==> src/rtl/lsb_mem_port.sv <==
// lsb_mem_port: byte-serial RAM-bus responder serving one LSB load or store at a time
//
// Ports:
//   clk, rst            clock, asynchronous active-high reset
//   rdy                 global enable; low freezes every register and suppresses mem_wr
//   rob_clear           pipeline flush; aborts a load, never a store
//   in_lsb_ready        request valid (op_in, instr_type_in, data_addr_in, data_in)
//   welcome_lsb         idle, a request may be issued
//   cache_ready         one-cycle completion pulse with cache_instr_type / cache_data_out
//   mem_din/mem_dout    RAM read byte (1-cycle latency) / RAM write byte
//   mem_a, mem_wr       RAM byte address, write strobe
//   io_buffer_full      holds store bytes aimed at the IO window
module lsb_mem_port #(
    parameter logic [31:0] IO_BASE = 32'h00030000,
    parameter logic [6:0]  LD_TYPE = 7'b0000011,
    parameter logic [6:0]  S_TYPE  = 7'b0100011
) (
    input  logic        clk,
    input  logic        rst,
    input  logic        rdy,
    input  logic        rob_clear,
    input  logic        in_lsb_ready,
    input  logic [2:0]  op_in,
    input  logic [6:0]  instr_type_in,
    input  logic [31:0] data_addr_in,
    input  logic [31:0] data_in,
    output logic        welcome_lsb,
    output logic        cache_ready,
    output logic [6:0]  cache_instr_type,
    output logic [31:0] cache_data_out,
    input  logic [7:0]  mem_din,
    output logic [7:0]  mem_dout,
    output logic [31:0] mem_a,
    output logic        mem_wr,
    input  logic        io_buffer_full
);
    typedef enum logic [1:0] {IDLE, LOAD, STORE, DONE} state_t;
    state_t      state_q;
    logic [2:0]  op_q, cnt_q, n_q;
    logic [31:0] data_q, buf_q, a_q, out_q;
    logic [7:0]  dout_q;
    logic [6:0]  type_q;
    logic        welcome_q, ready_q, wr_q;
    logic [31:0] word_d, ext_d;
    logic [7:0]  byte_d;
    logic        io_stall;
    // In LOAD, cnt_q counts edges since acceptance; the byte on mem_din belongs to index cnt_q-1.
    always_comb begin
        word_d   = buf_q | ({24'd0, mem_din} << {cnt_q[1:0] - 2'd1, 3'b000});
        ext_d    = op_q[1] ? word_d
                 : op_q[2] ? (op_q[0] ? {16'd0, word_d[15:0]} : {24'd0, word_d[7:0]})
                 : op_q[0] ? {{16{word_d[15]}}, word_d[15:0]} : {{24{word_d[7]}}, word_d[7:0]};
        byte_d   = data_q[{cnt_q[1:0] + 2'd1, 3'b000} +: 8];
        io_stall = (state_q == STORE) && io_buffer_full && ((a_q - IO_BASE) < 32'd8);
    end
    assign welcome_lsb      = welcome_q;
    assign cache_ready      = ready_q;
    assign cache_instr_type = type_q;
    assign cache_data_out   = out_q;
    assign mem_dout         = dout_q;
    assign mem_a            = a_q;
    // A stalled IO byte and a frozen pipeline must never reach the bus as a write.
    assign mem_wr           = wr_q & rdy & ~io_stall;
    always_ff @(posedge clk or posedge rst) begin
        if (rst) begin
            state_q   <= IDLE;
            op_q      <= '0;
            cnt_q     <= '0;
            n_q       <= '0;
            data_q    <= '0;
            buf_q     <= '0;
            a_q       <= '0;
            out_q     <= '0;
            dout_q    <= '0;
            type_q    <= '0;
            welcome_q <= 1'b1;
            ready_q   <= 1'b0;
            wr_q      <= 1'b0;
        end else if (rdy) begin
            case (state_q)
                IDLE: if (in_lsb_ready && !rob_clear) begin
                    op_q      <= op_in;
                    n_q       <= op_in[1] ? 3'd4 : op_in[0] ? 3'd2 : 3'd1;
                    cnt_q     <= '0;
                    data_q    <= data_in;
                    buf_q     <= '0;
                    a_q       <= data_addr_in;
                    dout_q    <= data_in[7:0];
                    welcome_q <= 1'b0;
                    wr_q      <= instr_type_in == S_TYPE;
                    state_q   <= (instr_type_in == S_TYPE) ? STORE : LOAD;
                end
                LOAD: if (rob_clear) begin
                    state_q   <= IDLE;
                    welcome_q <= 1'b1;
                end else if (cnt_q == n_q) begin
                    state_q <= DONE;
                    ready_q <= 1'b1;
                    type_q  <= LD_TYPE;
                    out_q   <= ext_d;
                end else begin
                    cnt_q <= cnt_q + 3'd1;
                    if (cnt_q != 3'd0) buf_q <= word_d;
                    if (cnt_q + 3'd1 < n_q) a_q <= a_q + 32'd1;
                end
                STORE: if (!io_stall) begin
                    if (cnt_q == n_q - 3'd1) begin
                        state_q <= DONE;
                        wr_q    <= 1'b0;
                        ready_q <= 1'b1;
                        type_q  <= S_TYPE;
                        out_q   <= '0;
                    end else begin
                        cnt_q  <= cnt_q + 3'd1;
                        a_q    <= a_q + 32'd1;
                        dout_q <= byte_d;
                    end
                end
                DONE: begin
                    state_q   <= IDLE;
                    ready_q   <= 1'b0;
                    welcome_q <= 1'b1;
                end
            endcase
        end
    end
endmodule

==> config.mk <==
export PLATFORM = sky130hd
export DESIGN_NAME = lsb_mem_port
export DESIGN_NICKNAME = d
export VERILOG_FILES = /design/src/rtl/lsb_mem_port.sv
export SDC_FILE = /design/constraint.sdc
export NUM_CORES = 1
export LEC_CHECK = 0
export ABC_AREA = 1
export CAP_MARGIN = 15
export CORE_UTILIZATION = 35
export DETAILED_ROUTE_END_ITERATION = 10
export PLACE_DENSITY = 0.55
export SETUP_SLACK_MARGIN = 0.3
export SYNTH_ARGS = -nofsm -noshare
export SYNTH_HDL_FRONTEND = slang
export SYNTH_SLANG_ARGS = --single-unit
==> constraint.sdc <==
create_clock -name clk -period 14.1 [get_ports clk]
set_clock_uncertainty 0.2 [all_clocks]
set_input_delay 2.115 -clock clk [delete_from_list [all_inputs] [get_ports clk]]
set_output_delay 2.115 -clock clk [all_outputs]
set_load 0.01 [all_outputs]
Word-level counts from Yosys, hierarchy flattened
Index checks and enable logic that the tools add are counted.

operators by class
  bitwise operators = 4
  add/subtract/negate cells = 6
  order comparisons = 2
  shift-type cells = 2
  equality and inequality tests = 17
  multiplexer cells = 57
  div/mod/pow operators = 0
  reductions and logical operators = 22
  multipliers = 0

operators with widths
  cell                      count
  $mux W32                  17
  $pmux W32 S2              2
  $pmux W32 S3              1
  $add A32 B1 Y32 const B   1
  $lt A32 B4 Y1 const B     1
  $or A32 B32 Y32           1
  $shiftx A32 B6 Y8         1
  $shl A8 B5 Y32            1
  $sub A32 B18 Y32 const B  1
  $mux W7                   4
  $mux W8                   3
  $mux W3                   6
  $ne A2 B2 Y1 const B      9
  $reduce_and A6 Y1         3
  $mux W16                  1
  $pmux W8 S2               1
  $reduce_and A5 Y1         3
  $mux W2                   7
  $pmux W7 S2               1
  $reduce_bool A3 Y1        4
  $mux W1                   9
  $pmux W3 S3               1
  $pmux W2 S4               1
  $reduce_and A8 Y1         1
  other kinds (22)          30

storage, ports and cells
  memory bits (read-only) = 0
  bits in writable memories = 0
  output and inout port bits = 82
  input port bits = 88
  bits in latches = 0
  logic and storage cells = 123
  memories = 0
  register bits after elaboration = 157

Longest topological paths before layout
  word-level depth = 9
  depth in mapped cells = 14
  mapped depth without buffers = 12

Least setup slack after synthesis
No wires, ideal clock.

  path type = input to output
  from = in io_buffer_full
  to = out mem_wr
  setup slack = 8.689 ns
  arrival = 3.096 ns
  required time = 11.785 ns
  stages = 10
  cell sequence = nand2_1 > nor2_1 > nand2_1 > nor2_1 > nand3_1 > nor2_1 > nand3_1 > buf_4 > buf_6 > and3_1

on the way
  cells in the longest elaborated chain, start to end = 4

ends and longest elaborated chain
  what                              RTL line  RTL
  start: declaration                35        input logic io_buffer_full
  $logic_and A1 B1 Y1 (2 in a row)  54        io_stall = (state_q == STORE) && io_buffer_full && ((a_q - IO_BASE) < 32'd8);
  $not A1 Y1                        63        assign mem_wr = wr_q & rdy & ~io_stall;
  $and A1 B1 Y1                     63
  end: declaration                  34        output logic mem_wr,

Every way passes these cells.

Worst setup path after layout
Ends and elaborated chain as after synthesis.

==> impl_metrics.ini <==
[sta]
period_needed_ps = 6200
max_freq_mhz = 161
hold_viol = 0
rsz0062_at_grt = false
slew-limit-headroom_pct = 27.3
fin_setup_tns_ps = 0
drv_slew = 0
worstMarginPinSlew_ps = 1080
setup_viol = 0
fin_crit_sh_pct = 44.0
worst_slack_ps = 7900

[grt]
grt_antenna_before_repair = 0
grt_max_degree = 84
grt_pass1_vias = 8408
grt.total_usage_pct = 22.2
grt_pass1_wl_um = 45600
grt_overflow_total = 0

[clocking]
post_cts_buffers = 0
cts_tree = done
htreeDepth = 4
clk_latency_ps = 430
cts_buffer_depth = 2
ctsHoldBuffers = 0
cts_resized = 0
numCtsBuffers = 17
clock-sinks = 151
clk_pin_slew_ps = 60
root_buffer = clkbuf_16

[synth]
synth_xor_area_share_pct = 0.787
syn_avg_cell_area_um2 = 6.76
yosys.area.top_type = dfrtp_1
synth_top_family_by_area = simple AND/OR/NAND/NOR gates
synth_edf_count = 0
synth_area_um2 = 8900
seq_area_frac_synth_pct = 42.5
yosys.area_share.adder_pct = 1.55
synth_top_area_share_pct = 42.2
synthMuxAreaShare_pct = 0
synth_seq_cells = 151
synth_compound_area_share_pct = 8.85
yosysWarnings = 0
synth.area.top_cells = dfrtp_1 42%, nand2_1 23%, o21ai_0 5.7%
ys_types = 35
synthArstFlopShare_pct = 100
synth-simple-area-share_pct = 38.2
synthFlopType = dfrtp_1
syn_inst = 1317

[floorplanning]
die_h_um = 161
die_w_um = 161
start_util_pct = 35.6
core-area_um2 = 25000
num_rows = 58
ios = 170
die-area_um2 = 26100

[final_layout]
diodes = 0
nets = 1540
syn_to_final_growth_pct = 28.3
postLayoutCellArea_um2 = 11400
drive_above_1_share_pct = 4.06

[worst_setup_path]
crit_chain = clkdlybuf4s50_1, nand2_1, nor2_1, nand2_1, nor2_1, nand3_1, nor2_1, nand3_2, and3_1, clkdlybuf4s50_1
crit_top_cell = nor2_1
worst-path-buf-inv = 2
rrSetupSlack_ps = 10060
crit_slowest_cell = clkdlybuf4s50_1
reg2reg_from = state_q[0]$_DFFE_PP0P_
critPathRequiredTime_ps = 11780
rr_worst_depth = 13
slowest_delay_ps = 480
worstPathArrival_ps = 3890
path_class = in -> out
crit_family = buffers and inverters
path_max_fanout = 2
cp-start-kind = primary input
r2r_end = cache_data_out[25]$_DFFE_PP0P_
end_kind = primary output

[route]
ant_nets = 0
finalWirelength_um = 28200
vias_per_cell = 4.96
routedWlPerCell_um = 15.8
drt-initial-drc-count = 712
via_count = 8851
drc = 0
drt_first_pass_iters = 5

[pwr]
p_per_area_nw_per_um2 = 221
power.leakage_nw = 5.43
power_w = 0.00253
vdd_ir_drop_max_uv = 89.9

[min_path]
hold_path_depth = 2
hold_class = reg -> reg
min_from = cache_data_out[14]$_DFFE_PP0P_
hold-path-endpoint = cache_data_out[14]$_DFFE_PP0P_

[place]
place_area_um2 = 10700
place_hpwl_um = 19800
preCtsSetupSlack_ps = 7890
port_buffers = 165
routabilityCongestion = 0.908

[flow_run]
drv_cap = 0

[status]
outcome = complete, no violations
-- report_power, final --
group | total, W | internal [W] | switching [W] | leakage, nW
sequential | 0.000776 | 0.000616 | 0.000160 | 1.95
clock | 0.000494 | 0.000306 | 0.000188 | 0.301
combinational | 0.00126 | 0.000473 | 0.000783 | 3.18
-- worst register-to-register path, cell delays in order (launching register included) --
cell     delay (ps)
dfrtp_1         400
inv_1            80
ha_1            470
inv_2           560
nor2_1          130
nand4_1         100
nor2_1           60
nand3_1          70
nor2_1           50
nand3_2          70
buf_4           660
nand3_2         770
nand2_1         230
nand2_1          80
-- cell type report --
type                            count  area, um2
Clock buffer                       21        460
Clock inverter                     10        166
Fill cell                        2620      13600
Inverter                          101        384
Multi-Input combinational cell    992       4430
Sequential cell                   151       3780
Tap cell                          330        413
Timing Repair Buffer              178       1790
-- Yosys cell counts (6+ instances only) --
master    instances
nand3_1          70
buf_4             6
nand4_1          81
nand2_1         536
clkbuf_1         47
buf_2            21
ha_1             11
o21ai_0         102
a21oi_1          30
o21ai_1           7
xor2_1            7
inv_1            96
nor2_1          118
dfrtp_1         150
-- how the worst max path moves through the flow --
stage	end	slack (ps)	from	depth (start not counted)
floorplan	buf_q[0]$_DFFE_PP0P_	7720	rst	1
finish	mem_wr	7900	io_buffer_full	10
CTS	mem_wr	7880	io_buffer_full	10
detailed placement	mem_wr	7890	io_buffer_full	10
global route	mem_wr	7790	io_buffer_full	10
global placement	mem_wr	7810	io_buffer_full	10
-- state kept, by name (all words and copies together) (netlist names) --
register,count
cache_data_out,32
wr_q,1
data_q,32
welcome_lsb,1
cache_instr_type,2
cnt_q,3
state_q,2
n_q,2
cache_ready,1
mem_a,32
op_q,3
mem_dout,8
buf_q,32
-- kinds of logic (layout without fill, tap and decap cells) --
kind of cell    after synthesis  count (layout)
simple gates                817             817
buf+inv                     177             310
compound gates              152             152
flops                       151             151
fa+ha+maj                    11              11
xor+xnor                      8               8
other cells                   1               4
-- layout by cell type, fill, tap and decap left out, types with 2 or more instances in the layout --
cell / n
xor2_1: 7
clkbuf_8: 2
buf_4: 11
inv_2: 3
nand4_1: 81
clkinv_1: 2
nand2_1: 536
dfrtp_1: 150
clkbuf_1: 2
a31oi_1: 3
a21oi_1: 30
o21ai_0: 102
clkbuf_16: 17
buf_16: 2
clkdlybuf4s50_1: 165
ha_1: 10
inv_1: 95
or2_2: 2
inv_6: 4
nand3_1: 69
clkinvlp_4: 2
o21ai_1: 7
nor2_1: 118
o22ai_1: 2
nand3_2: 3
o31ai_1: 5
bufinv_16: 4
nor2_2: 3
conb_1: 4
-- per-stage QoR --
stage          hold WS [ps]  instances  utilization, %
2_1_floorplan           234       1320               -
3_3_place_gp            249       1750            42.9
3_5_place_dp            259       1750            42.9
4_1_cts                 275       1781            45.4
5_1_grt                 290       1783            45.6
6_report                271       1783            45.6
-- routing by layer --
metal / up-vias / share of wire, % / global-route usage, %
met4: 0 / 2.0 / 6.95
met5: - / 0 / 0
met2: 251 / 47 / 35.5
li1: 4467 / - / -
met1: 4090 / 47 / 31.0
met3: 43 / 4.8 / 3.13
Power figures use the tool's default switching activity.
